[config.mk]
export PLATFORM = sky130hd
export DESIGN_NAME = vco_adc_sequencer
export DESIGN_NICKNAME = d
export VERILOG_FILES = /design/src/rtl/vco_adc_sequencer.sv
export SDC_FILE = /design/constraint.sdc
export NUM_CORES = 1
export LEC_CHECK = 0
export ABC_CLOCK_PERIOD_IN_PS = 3000
export CAP_MARGIN = 30
export CORE_MARGIN = 8
export CORE_UTILIZATION = 49
export CTS_CLUSTER_SIZE = 8
export DETAILED_ROUTE_END_ITERATION = 12
export PLACE_DENSITY = 0.82
export SETUP_SLACK_MARGIN = 0.02
export SKIP_LAST_GASP = 1
export SLEW_MARGIN = 20
export SYNTH_ARGS = -nofsm -noshare
export SYNTH_HDL_FRONTEND = slang
export SYNTH_SLANG_ARGS = --single-unit
[constraint.sdc]
create_clock -name wb_clk_i -period 3 [get_ports wb_clk_i]
set_clock_uncertainty 0.2 [all_clocks]
set_input_delay 0.3 -clock wb_clk_i [delete_from_list [all_inputs] [get_ports wb_clk_i]]
set_output_delay 0.3 -clock wb_clk_i [all_outputs]
set_load 0.01 [all_outputs]
[src/rtl/vco_adc_sequencer.sv]
// VCO-based ADC sequencer: optionally warms up the VCO, counts synchronized phase
// edges over a programmable window, and publishes the count with a valid/overrun handshake.
module vco_adc_sequencer #(
  parameter int SETTLE_W = 8
) (
  input  logic                wb_clk_i,
  input  logic                wb_rst_ni,
  input  logic                phase_in,
  input  logic                start_i,
  input  logic                stop_i,
  input  logic                cont_i,
  input  logic [9:0]          oversample_i,
  input  logic [SETTLE_W-1:0] settle_i,
  input  logic                sample_ready_i,
  input  logic                clr_ovr_i,
  output logic                vco_enb_o,
  output logic [10:0]         sample_o,
  output logic                sample_valid_o,
  output logic                busy_o,
  output logic                overrun_o
);

  localparam int CNT_W = (SETTLE_W > 10) ? SETTLE_W : 10;

  typedef enum logic [1:0] {IDLE, SETTLE, COUNT, DONE} state_t;

  state_t           state, state_nxt;
  logic             sync1, sync2, sync3, edge_det;
  logic [CNT_W-1:0] cyc_cnt, cyc_cnt_nxt;
  logic [9:0]       win_q, win_src, win_m1;
  logic             cont_q;
  logic             enter_count, load;
  logic [10:0]      edge_cnt;

  assign edge_det    = sync2 & ~sync3;
  assign win_src     = (state == IDLE) ? oversample_i : win_q;
  assign win_m1      = win_src - 10'd1;  // a window of 0 wraps to 1023, i.e. 1024 cycles
  assign enter_count = (state_nxt == COUNT) && (state != COUNT);
  assign load        = (state == DONE);

  always_comb begin
    // NOTE: every variable gets a default before the case so no path can infer a latch.
    state_nxt = state;
    case (state)
      IDLE:    if (start_i) state_nxt = (settle_i != '0) ? SETTLE : COUNT;
      SETTLE:  if (stop_i) state_nxt = IDLE;
               else if (cyc_cnt == '0) state_nxt = COUNT;
      COUNT:   if (stop_i) state_nxt = IDLE;
               else if (cyc_cnt == '0) state_nxt = DONE;
      DONE:    state_nxt = (cont_q && !stop_i) ? COUNT : IDLE;
      default: state_nxt = IDLE;
    endcase
  end

  // Down-counter holds the remaining cycles of the current phase, minus one.
  always_comb begin
    cyc_cnt_nxt = cyc_cnt;
    if (state_nxt == IDLE)
      cyc_cnt_nxt = '0;
    else if (state == IDLE && state_nxt == SETTLE)
      cyc_cnt_nxt = CNT_W'(settle_i - SETTLE_W'(1));
    else if (enter_count)
      cyc_cnt_nxt = CNT_W'(win_m1);
    else if (cyc_cnt != '0)
      cyc_cnt_nxt = cyc_cnt - 1'b1;
  end

  always_ff @(posedge wb_clk_i) begin
    if (!wb_rst_ni) begin
      sync1          <= 1'b0;
      sync2          <= 1'b0;
      sync3          <= 1'b0;
      state          <= IDLE;
      cyc_cnt        <= '0;
      win_q          <= '0;
      cont_q         <= 1'b0;
      edge_cnt       <= '0;
      vco_enb_o      <= 1'b1;
      busy_o         <= 1'b0;
      sample_o       <= '0;
      sample_valid_o <= 1'b0;
      overrun_o      <= 1'b0;
    end else begin
      // NOTE: non-blocking assignments so every flop samples pre-edge values.
      {sync3, sync2, sync1} <= {sync2, sync1, phase_in};
      state     <= state_nxt;
      cyc_cnt   <= cyc_cnt_nxt;
      vco_enb_o <= (state_nxt == IDLE);
      busy_o    <= (state_nxt != IDLE);

      if (state == IDLE && start_i) begin
        win_q  <= oversample_i;
        cont_q <= cont_i;
      end

      if (enter_count)
        edge_cnt <= '0;
      else if (state == COUNT)
        edge_cnt <= edge_cnt + {10'd0, edge_det};

      if (load)
        sample_o <= edge_cnt;

      if (load)
        sample_valid_o <= 1'b1;
      else if (sample_valid_o && sample_ready_i)
        sample_valid_o <= 1'b0;

      // Set beats clear when both happen in the same cycle.
      if (load && sample_valid_o && !sample_ready_i)
        overrun_o <= 1'b1;
      else if (clr_ovr_i)
        overrun_o <= 1'b0;
    end
  end

endmodule

==> impl_metrics.py, run 1 <==
metrics = {
    "outcome": {
        "status": "completed",
    },
    "timing": {
        "timing.hold.ws_ns": 0.129,
        "drv_slew": 0,
        "worst_slew_pin_slew_ns": 0.540,
        "slew_headroom": 0.637,
        "finalHoldViolCount": 0,
        "setup-violations-final": 0,
        "fmax_ghz": 0.346,
        "period_share": 0.963,
        "tns_ns": 0,
        "worst_slack_ns": 0.110,
        "period_needed_ns": 2.89,
    },
    "global_route": {
        "grt_max_degree": 31,
        "grt_pass1_vias": 2429,
        "grt_usage": 0.160,
        "antenna_found_initial": 0,
        "grt_pass1_wl_mm": 11.1,
        "gr-total-overflow": 0,
    },
    "routing": {
        "drt-wirelength-per-cell_um": 15.1,
        "drc": 0,
        "drt_wl_total_mm": 6.89,
        "antenna_left": 0,
        "vias": 2513,
        "drt-pass1-iter-count": 5,
        "drt_iter0_markers": 147,
        "viasPerCell": 5.51,
    },
    "worst_setup_path": {
        "arrival_ns": 2.91,
        "crit_type": "in2reg",
        "critPathMaxFanout": 3,
        "worstPathRequired_ns": 3.02,
        "end_kind": "register",
        "start_kind": "primary input",
    },
    "floorplanning": {
        "rows": 27,
        "start_util": 0.505,
        "dieArea_um2": 8350,
        "io-pin-count": 41,
        "coreArea_um2": 5510,
        "die_y_um": 91.4,
        "die_w_um": 91.4,
    },
    "clocking": {
        "cts.sinks": 52,
        "insertion_delay_ns": 0.32,
        "clk_path_buf_depth": 2,
        "cts-root-buf": "clkbuf_8",
        "clk_pin_slew_ns": 0.09,
        "cts.htree.levels": 2,
        "cts_tree": "built",
        "cts_buffers": 5,
    },
    "synth": {
        "ys_ff_latch": 52,
        "yosys.area_share.simple": 0.278,
        "synth-compound-area-share": 0.170,
        "async_reset_ff_frac": 0,
        "yosys_warnings": 0,
        "synth-seq-area-share": 0.374,
        "synth_ff_type": "dfxtp_1",
        "synth_top_family_by_area": "simple AND/OR/NAND/NOR gates",
        "ys_types": 46,
        "synth_edf_count": 0,
        "syn_avg_cell_area_um2": 8.56,
        "yosys.area_share.xor_xnor": 0.0818,
        "syn-num-nets": 355,
        "synth_mux_area_frac": 0.0481,
        "synth_area_um2": 2780,
        "syn_inst": 325,
        "synthAdderAreaFrac": 0.0180,
    },
    "power": {
        "power.density_nw_per_um2": 566,
        "vdd_drop_max_v": 0.000353,
        "p_leak_nw": 1.34,
        "power_mw": 1.99,
    },
    "final_layout": {
        "areaGrowthSynthToFinish_pct": 26.3,
        "final_cell_area_um2": 3520,
        "regArea_um2": 1040,
        "fillers": 450,
        "num_antenna_cells": 0,
        "nets": 413,
        "drive_above_1_share": 0.148,
        "final_core_util": 0.638,
        "final_cells": 456,
        "multi_input_area_um2": 1670,
    },
    "placed_design": {
        "hpwl_mm": 5.03,
        "dp.cells": 444,
        "routabilityCongestion": 0.869,
        "place_area_um2": 3370,
        "post-place-ws_ns": -0.372,
        "placement.io_buffers": 40,
    },
    "run": {
        "maxCapViolations": 0,
    },
    "hold_path": {
        "hp-class": "in2reg",
    },
}
[synth_stat cells, drive strengths merged (3+ instances only)]
| cell type | count | area (µm²) |
|---|---|---|
| a21boi | 25 | 188 |
| mux2 | 3 | 33.8 |
| clkbuf | 7 | 26.3 |
| and3 | 4 | 25.0 |
| ha | 4 | 50.1 |
| nor2 | 26 | 97.6 |
| nor4 | 6 | 73.8 |
| dfxtp | 52 | 1040 |
| nor2b | 8 | 50.1 |
| nand2b | 3 | 18.8 |
| nand2 | 66 | 248 |
| xnor2 | 9 | 78.8 |
| xor2 | 17 | 149 |
| buf | 8 | 40.0 |
| o21ai | 9 | 56.3 |
| nand3b | 4 | 30.0 |
| inv | 5 | 18.8 |
| mux2i | 10 | 100 |
| a211oi | 5 | 52.6 |
| nor3 | 11 | 55.1 |
| o211ai | 3 | 22.5 |
| a21oi | 11 | 62.6 |
| and2 | 8 | 50.1 |
[worst max-delay path, stage by stage]
cell and delay (ns):
clkdlybuf4s50_1 0.42, nor3_1 0.48, a31oi_4 0.17, o21ai_4 0.10
mux2i_2 0.30, ha_2 0.23, o211ai_1 0.09, or3b_1 0.40
xor2_1 0.14, nor2_1 0.07, a2111oi_2 0.19
[layout make-up]
class / count / area share
multi-input combinational: 253 / 0.476
sequential: 52 / 0.296
timing repair buffer: 66 / 0.171
tap: 72 / 0.0256
clock buffer: 5 / 0.0196
clock inverter: 3 / 0.00605
inverter: 5 / 0.00534
[path summary, 6_finish.rpt]
| check | startpoint | end | slack (ns) | depth (start not counted) |
|---|---|---|---|---|
| worst max-delay path | settle_i[5] | cyc_cnt[6]$_SDFFE_PP0P_ | 0.11 | 11 |
| worst min-delay path | settle_i[0] | cyc_cnt[0]$_SDFFE_PP0P_ | 0.13 | 3 |
| worst max register to register | cyc_cnt[3]$_SDFFE_PP0P_ | cyc_cnt[6]$_SDFFE_PP0P_ | 0.15 | 10 |
| worst min register to register | sync1$_SDFF_PN0_ | sync2$_SDFF_PN0_ | 0.24 | 1 |
[kinds of logic (layout without fill, tap and decap cells)]
group                    after synthesis  count (layout)
flip-flops                            52              52
buffers and inverters                 20              79
AO/OA/AOI/OAI                         63              63
AND/OR/NAND/NOR                      147             147
XOR/XNOR                              26              26
adder cells (fa/ha/maj)                4               4
multiplexers                          13              13
[layout by cell type (no fill, tap or decap), types with 9 or more instances in the layout]
cell,Yosys,final
nor2_1,26,26
nor3_1,11,11
a21oi_1,9,9
xnor2_1,9,9
buf_4,0,26
xor2_1,17,17
clkdlybuf4s50_1,0,38
mux2i_1,10,9
a21boi_0,25,25
dfxtp_1,52,51
nand2_1,66,66
[power breakdown]
part           total, mW  switching [mW]  internal, mW  leakage (nW)
logic              0.763           0.377         0.386         0.870
clock network      0.412           0.246         0.166        0.0445
registers          0.814          0.0704         0.744         0.424
total               1.99           0.694          1.30          1.34
[flip-flops by register name, indices dropped and copies added, names as in the netlist]
signal,cells
cyc_cnt,10
busy_o,1
state,2
vco_enb_o,1
sync1,1
cont_q,1
edge_cnt,11
sync2,1
win_q,10
sample_o,11
sample_valid_o,1
overrun_o,1
sync3,1
[what timing repair did]
action,in CTS,in global routing
hold buffers,0,0
resized for setup,1,8
setup endpoints to repair,1,2
setup buffers,0,4
pin swaps,0,7
[routing by layer]
metal  vias up  global-route usage  part of all wire
met5         -                   0                 0
met4         0              0.0423             0.019
met3        20              0.0519             0.058
met2        89               0.276              0.50
met1      1178               0.186              0.42
li1       1226                   -                 -
Note: power is estimated with default switching activity, not from simulation.
==> run 2, diff against run 1 <==
CTS_CLUSTER_DIAMETER = 80   (was not set)
==> results of run 2 <==
Final layout, timing and power as in run 1 (identical DEF).
